## src/rtl/alarm_buzzer_driver_pkg.sv

```systemverilog
// Shared types and constants for the alarm buzzer responder.
package buzzer_pkg;

    typedef enum logic [1:0] {
        ST_IDLE   = 2'd0,
        ST_RING   = 2'd1,
        ST_SNOOZE = 2'd2,
        ST_HOLD   = 2'd3
    } state_t;

    localparam int DEF_CLK_HZ      = 1000;
    localparam int DEF_TONE_HALF   = 2;
    localparam int DEF_BEEP_ON     = 250;
    localparam int DEF_BEEP_OFF    = 250;
    localparam int DEF_SNOOZE_SEC  = 300;
    localparam int DEF_TIMEOUT_SEC = 60;

    localparam int SEC_W = 10;

    // Counter width for a count of n values, never narrower than one bit.
    function automatic int cnt_width(input int n);
        return (n > 1) ? $clog2(n) : 1;
    endfunction

    function automatic int max2(input int a, input int b);
        return (a > b) ? a : b;
    endfunction

endpackage

```

## src/rtl/alarm_buzzer_driver_sec_tick.sv

```systemverilog
// Restartable seconds divider: one-cycle tick every CLK_HZ cycles after restart.
module sec_tick
    import buzzer_pkg::*;
#(
    parameter int CLK_HZ = DEF_CLK_HZ
) (
    input  logic clk,
    input  logic reset,
    input  logic restart,
    output logic tick
);

    localparam int CW = cnt_width(CLK_HZ);
    localparam logic [CW-1:0] LAST = CW'(CLK_HZ - 1);

    logic [CW-1:0] r_cnt;

    always_ff @(posedge clk) begin
        if (reset || restart) begin
            r_cnt <= '0;
        end else if (r_cnt == LAST) begin
            r_cnt <= '0;
        end else begin
            r_cnt <= r_cnt + CW'(1);
        end
    end

    // Not gated by restart: the FSM decides restarts from this tick.
    assign tick = (r_cnt == LAST);

endmodule

```

## src/rtl/alarm_buzzer_driver.sv

```systemverilog
// Buzzer responder: rings on alarm request, handles stop/snooze/timeout, acks the alarm.
// state  | meaning
// IDLE   | no request, silent
// RING   | request active, beeping, timeout running
// SNOOZE | silent, counting snooze seconds
// HOLD   | acked, silent until request drops
module alarm_buzzer_driver
    import buzzer_pkg::*;
#(
    parameter int CLK_HZ      = DEF_CLK_HZ,
    parameter int TONE_HALF   = DEF_TONE_HALF,
    parameter int BEEP_ON     = DEF_BEEP_ON,
    parameter int BEEP_OFF    = DEF_BEEP_OFF,
    parameter int SNOOZE_SEC  = DEF_SNOOZE_SEC,
    parameter int TIMEOUT_SEC = DEF_TIMEOUT_SEC
) (
    input  logic clk,
    input  logic reset,
    input  logic timer_buzzer,
    input  logic stop,
    input  logic snooze,
    output logic buzzer,
    output logic ringing,
    output logic snoozing,
    output logic alarm_ack
);

    localparam int TW = cnt_width(TONE_HALF);
    localparam int BW = cnt_width(max2(BEEP_ON, BEEP_OFF));

    localparam logic [TW-1:0]    TONE_LOAD = TW'(TONE_HALF - 1);
    localparam logic [BW-1:0]    ON_LOAD   = BW'(BEEP_ON - 1);
    localparam logic [BW-1:0]    OFF_LOAD  = BW'(BEEP_OFF - 1);
    localparam logic [SEC_W-1:0] SNZ_LOAD  = SEC_W'(SNOOZE_SEC);
    localparam logic [SEC_W-1:0] TMO_LAST  = SEC_W'(TIMEOUT_SEC - 1);

    state_t            r_state;
    logic              r_stop_q;
    logic              r_snooze_q;
    logic [SEC_W-1:0]  r_ring_sec;
    logic [SEC_W-1:0]  r_snz_sec;
    logic [BW-1:0]     r_beep_cnt;
    logic              r_gate_on;
    logic [TW-1:0]     r_tone_cnt;
    logic              r_tone;
    logic              r_buzzer;
    logic              r_ringing;
    logic              r_snoozing;
    logic              r_ack;

    state_t            w_next_state;
    logic              w_ack;
    logic              w_stop_edge;
    logic              w_snooze_edge;
    logic              w_tick;
    logic              w_timeout;
    logic              w_snz_done;
    logic              w_enter_ring;
    logic              w_enter_snooze;
    logic              w_restart;

    assign w_stop_edge    = stop & ~r_stop_q;
    assign w_snooze_edge  = snooze & ~r_snooze_q;
    assign w_timeout      = w_tick && (r_ring_sec >= TMO_LAST);
    assign w_snz_done     = w_tick && (r_snz_sec <= SEC_W'(1));
    assign w_enter_ring   = (w_next_state == ST_RING) && (r_state != ST_RING);
    assign w_enter_snooze = (w_next_state == ST_SNOOZE) && (r_state != ST_SNOOZE);
    assign w_restart      = w_enter_ring | w_enter_snooze;

    sec_tick #(
        .CLK_HZ (CLK_HZ)
    ) u_sec_tick (
        .clk     (clk),
        .reset   (reset),
        .restart (w_restart),
        .tick    (w_tick)
    );

    always_comb begin
        w_next_state = r_state;
        w_ack        = 1'b0;
        case (r_state)
            ST_IDLE: begin
                if (timer_buzzer) w_next_state = ST_RING;
            end
            ST_RING: begin
                if (w_stop_edge || w_timeout) begin
                    w_next_state = ST_HOLD;
                    w_ack        = 1'b1;
                end else if (w_snooze_edge) begin
                    w_next_state = ST_SNOOZE;
                end else if (!timer_buzzer) begin
                    w_next_state = ST_IDLE;
                end
            end
            ST_SNOOZE: begin
                if (w_stop_edge) begin
                    w_next_state = ST_HOLD;
                    w_ack        = 1'b1;
                end else if (!timer_buzzer) begin
                    w_next_state = ST_IDLE;
                end else if (w_snz_done) begin
                    w_next_state = ST_RING;
                end
            end
            ST_HOLD: begin
                if (!timer_buzzer) w_next_state = ST_IDLE;
            end
            default: w_next_state = ST_IDLE;
        endcase
    end

    always_ff @(posedge clk) begin
        if (reset) begin
            r_state    <= ST_IDLE;
            r_stop_q   <= 1'b0;
            r_snooze_q <= 1'b0;
            r_ring_sec <= '0;
            r_snz_sec  <= '0;
            r_beep_cnt <= '0;
            r_gate_on  <= 1'b0;
            r_tone_cnt <= '0;
            r_tone     <= 1'b0;
            r_buzzer   <= 1'b0;
            r_ringing  <= 1'b0;
            r_snoozing <= 1'b0;
            r_ack      <= 1'b0;
        end else begin
            r_stop_q   <= stop;
            r_snooze_q <= snooze;
            r_state    <= w_next_state;
            r_ringing  <= (w_next_state == ST_RING);
            r_snoozing <= (w_next_state == ST_SNOOZE);
            r_ack      <= w_ack;

            if (w_enter_ring) begin
                r_ring_sec <= '0;
            end else if (r_state == ST_RING && w_tick && r_ring_sec != '1) begin
                r_ring_sec <= r_ring_sec + SEC_W'(1);
            end

            if (w_enter_snooze) begin
                r_snz_sec <= SNZ_LOAD;
            end else if (r_state == ST_SNOOZE && w_tick && r_snz_sec != '0) begin
                r_snz_sec <= r_snz_sec - SEC_W'(1);
            end

            // Beep gate and tone: down-counters; buzzer registered from next values.
            if (w_next_state != ST_RING) begin
                r_buzzer <= 1'b0;
            end else if (w_enter_ring) begin
                r_gate_on  <= 1'b1;
                r_beep_cnt <= ON_LOAD;
                r_tone     <= 1'b1;
                r_tone_cnt <= TONE_LOAD;
                r_buzzer   <= 1'b1;
            end else if (r_beep_cnt == '0) begin
                if (r_gate_on) begin
                    r_gate_on  <= 1'b0;
                    r_beep_cnt <= OFF_LOAD;
                    r_buzzer   <= 1'b0;
                end else begin
                    r_gate_on  <= 1'b1;
                    r_beep_cnt <= ON_LOAD;
                    r_tone     <= 1'b1;
                    r_tone_cnt <= TONE_LOAD;
                    r_buzzer   <= 1'b1;
                end
            end else begin
                r_beep_cnt <= r_beep_cnt - BW'(1);
                if (!r_gate_on) begin
                    r_buzzer <= 1'b0;
                end else if (r_tone_cnt == '0) begin
                    r_tone     <= ~r_tone;
                    r_tone_cnt <= TONE_LOAD;
                    r_buzzer   <= ~r_tone;
                end else begin
                    r_tone_cnt <= r_tone_cnt - TW'(1);
                    r_buzzer   <= r_tone;
                end
            end
        end
    end

    assign buzzer    = r_buzzer;
    assign ringing   = r_ringing;
    assign snoozing  = r_snoozing;
    assign alarm_ack = r_ack;

endmodule

```

## config.mk

```make
export PLATFORM = sky130hd
export DESIGN_NAME = alarm_buzzer_driver
export DESIGN_NICKNAME = d
export VERILOG_FILES = /design/src/rtl/alarm_buzzer_driver_pkg.sv /design/src/rtl/alarm_buzzer_driver_sec_tick.sv /design/src/rtl/alarm_buzzer_driver.sv
export SDC_FILE = /design/constraint.sdc
export NUM_CORES = 1
export LEC_CHECK = 0
export CORE_MARGIN = 2
export CORE_UTILIZATION = 45
export DETAILED_ROUTE_END_ITERATION = 6
export DONT_BUFFER_PORTS = 1
export GPL_TIMING_DRIVEN = 0
export PLACE_DENSITY_LB_ADDON = 0.3
export SKIP_LAST_GASP = 1
export SYNTH_ARGS = -nofsm -noshare
export SYNTH_HDL_FRONTEND = slang
export SYNTH_SLANG_ARGS = --single-unit
export TNS_END_PERCENT = 30
```

## constraint.sdc

```tcl
create_clock -name clk -period 3.35 [get_ports clk]
set_input_delay 0.67 -clock clk [delete_from_list [all_inputs] [get_ports clk]]
set_output_delay 0.67 -clock clk [all_outputs]
set_load 0.01 [all_outputs]
```

==> key figures <==
Run status
  • Status: finished clean

Layout
  • Diode count: 0
  • Final nets: 308
  • Fin area: 2780 um2
  • Post-Layout Cell Count: 366
  • Area growth syn-to-layout: 8.03%
  • Fraction of layout cells with a size suffix above 1: between 7 and 8%

Placed design
  • Placer congestion estimate: 0.799
  • IO Port Bufs: 0
  • Hpwl dp: around 3.7 mm
  • Dpl cells: between 300 and 400
  • DP Area: between 2000 and 3000 um2

Clock tree
  • Postcts setup bufs: 0
  • Clk Tree Root Cell: clkbuf_8
  • Clk Latency, worst-skew pair: approximately 0.30 ns
  • TritonCTS buffer count: 5
  • CTS sink count: 49
  • Post-CTS sizing: 0
  • Worst-path clk slew: approximately 0.090 ns
  • Cts hold-fix bufs: 0
  • Clock Tree Buf Depth: 2
  • Htree depth: 2
  • CTS tree: built

Drt
  • Via count: a little over 2,000
  • Routed wire length: 5.18 mm
  • Routed Antenna Nets: 0
  • Iter 0 DRT Violations: 89
  • DR pass1 iterations: 4
  • DR DRC count: 0
  • Drt wl/cell: 14.2 um
  • Via density: approximately 5.7

Synthesis
  • Post-synth top area share: about two fifths
  • Synth cell count leaders: dfxtp_1, nor2_1, xnor2_1
  • Async SR Flop Fraction: 0%
  • Synth Cell Area: roughly 2600 um2
  • Synth Instances: 286
  • FF+latch count, synth: 49
  • Post-synthesis sequential area ratio: 38.2%
  • Syn Nets: 301
  • Netlist cell types: 55
  • Count leader, synth: dfxtp_1
  • Synth top area cells: dfxtp_1, xnor2_1, nor2_1
  • Primary FF master, synth: dfxtp_1
  • Syn avg cell area: 8.99 um2
  • Post-synth EDFFs: 0
  • Post-synth top area cell: dfxtp_1
  • Ys Warns: 0

Power
  • Tot Pwr: 1440 uW
  • VDD IR max: 250 uV
  • PwrDens: 518 nW/um2
  • Leak: 0.00101 uW

STA
  • Post-Route Setup TNS: 0 ns
  • Tmin final: 3.06 ns
  • Post-route clock skew: 0.00874 ns
  • Final hold violation count: 0
  • Period utilization: approximately nine tenths
  • Final Setup Violations: 0
  • Max Fclk: 327 MHz
  • Max-slew headroom: about 47%
  • RSZ-0062 raised after global routing: no
  • Fin. max-slew vios: 0
  • Least-Margin Pin Slew: 0.793 ns

Die
  • Row count: 27
  • IO Pins: 9
  • DIE WIDTH: 79.6 um
  • Core area: 5510 um2
  • Die ar.: 6330 um2
  • Chip height: 79.6 um
  • Initial Util: 46.7%

Critical path
  • Reg2reg path depth: 10
  • Worst r2r src: r_state[0]
  • Startpoint Class: register
  • R2R Setup Slk: 0.29 ns
  • Slowest stage cell, crit path: dfxtp_1
  • Crit path DAT: 3.23 ns
  • Crit-path max cell delay: 0.47 ns
  • Crit-path most repeated cell: a211o_1
  • CP Class: reg -> reg
  • CP Cell Sequence: inv_1 > ha_1 > clkbuf_1 > o211a_1 > a211o_1 > a211o_1 > o22a_1 > o41ai_4 > buf_2 > nor3_1
  • CP max FO: 10
  • Reg-to-reg endpoint: u_sec_tick.r_cnt[2]
  • Crit. End Element: register
  • WP data required: 3.52 ns

Worst hold path
  • HP Class: reg -> reg
  • Hold endpoint: u_sec_tick.r_cnt[0]
  • Hold wc startpoint: u_sec_tick.r_cnt[0]
  • Hold depth: 1

Global routing
  • Initial antenna violation count: 0
  • GRT Total Usage: 18.2%
  • Vias in the first global route: 2,068
  • Global-route wire length before repair: 9.27 mm
  • Largest net degree at the start of global routing: 15
  • GRT overflow: 0

Job
  • Max_cap viols: 0
==> state kept, by name (all words and copies together), names as in the netlist, 2 cells and up <==
name              count
r_beep_cnt            8
r_ring_sec           10
r_snz_sec            10
r_state               2
u_sec_tick.r_cnt     10
==> metrics by stage <==
step           setup slack, ns  util (%)  hold WS, ns
5_1_grt                 0.0823      50.4        0.486
4_1_cts                  0.299      50.4        0.482
3_3_place_gp             0.354      48.3        0.479
2_1_floorplan            0.762         -        0.453
3_5_place_dp             0.316      48.3        0.482
6_report                 0.289      50.4        0.493
==> how the worst max path moves through the flow <==
stage                from             endpoint  cells after the start
2_1_floorplan  r_state[0]  u_sec_tick.r_cnt[1]                     10
3_3_place_gp   r_state[0]  u_sec_tick.r_cnt[4]                     10
3_5_place_dp   r_state[0]  u_sec_tick.r_cnt[2]                     10
4_1_cts        r_state[0]  u_sec_tick.r_cnt[2]                     10
5_1_grt        r_state[1]        r_beep_cnt[5]                     10
6_report       r_state[0]  u_sec_tick.r_cnt[2]                     10
==> cell type report <==
cell class / count / area [um2]
buffer: 12 / 57.6
inverter: 15 / 56.3
clock buffer: 7 / 86.3
fill: 509 / 2730
clock inverter: 1 / 30.0
sequential: 49 / 981
multi-input combinational: 210 / 1480
tap: 72 / 90.1
==> layer usage <==
| metal | up-vias | part of all wire (%) | GRT usage [%] |
|---|---|---|---|
| li1 | 1055 | - | - |
| met1 | 991 | 49 | 23.1 |
| met2 | 22 | 47 | 31.3 |
| met3 | 6 | 2.8 | 3.85 |
| met4 | 0 | 1.2 | 4.66 |
| met5 | - | 0 | 0 |
==> worst max-delay path, delay by kind of cell, from the launching register on <==
kind                       cells  cell delay [ns]
DFF                            1             0.47
adders and majority gates      1             0.20
and+or+nand+nor                1             0.08
buffers and inverters          3             0.65
AOI/OAI and AO/OA              5             1.52
==> kinds of logic (layout without fill, tap and decap cells) <==
group | Yosys count | count (layout) | synth area share [%]
compound gates | 49 | 49 | 17.7
xor+xnor | 27 | 27 | 9.20
buf+inv | 27 | 35 | 4.43
mux | 1 | 1 | 0.389
fa+ha+maj | 10 | 10 | 4.87
simple gates | 123 | 123 | 25.3
flops | 49 | 49 | 38.2
==> cells in the final DEF (no fill, tap or decap), types with 4 or more instances in the layout <==
cell type   n
nor2b_1     4
ha_1       10
nor2_1     34
nand3_1    11
and3_1      5
dfxtp_1    49
nand2_1    13
nand4_1     8
clkbuf_8    6
xor2_1     10
o21ai_0     5
nor4_1     16
buf_2       4
a21oi_1     9
xnor2_1    17
nor3_1     14
clkbuf_1    8
inv_1      14
==> where the power goes <==
group / internal, uW / switching, uW
Combinational: 126 / 209
Clock: 244 / 195
Sequential: 626 / 38.4
Total: 995 / 442
Power figures use the tool's default switching activity.
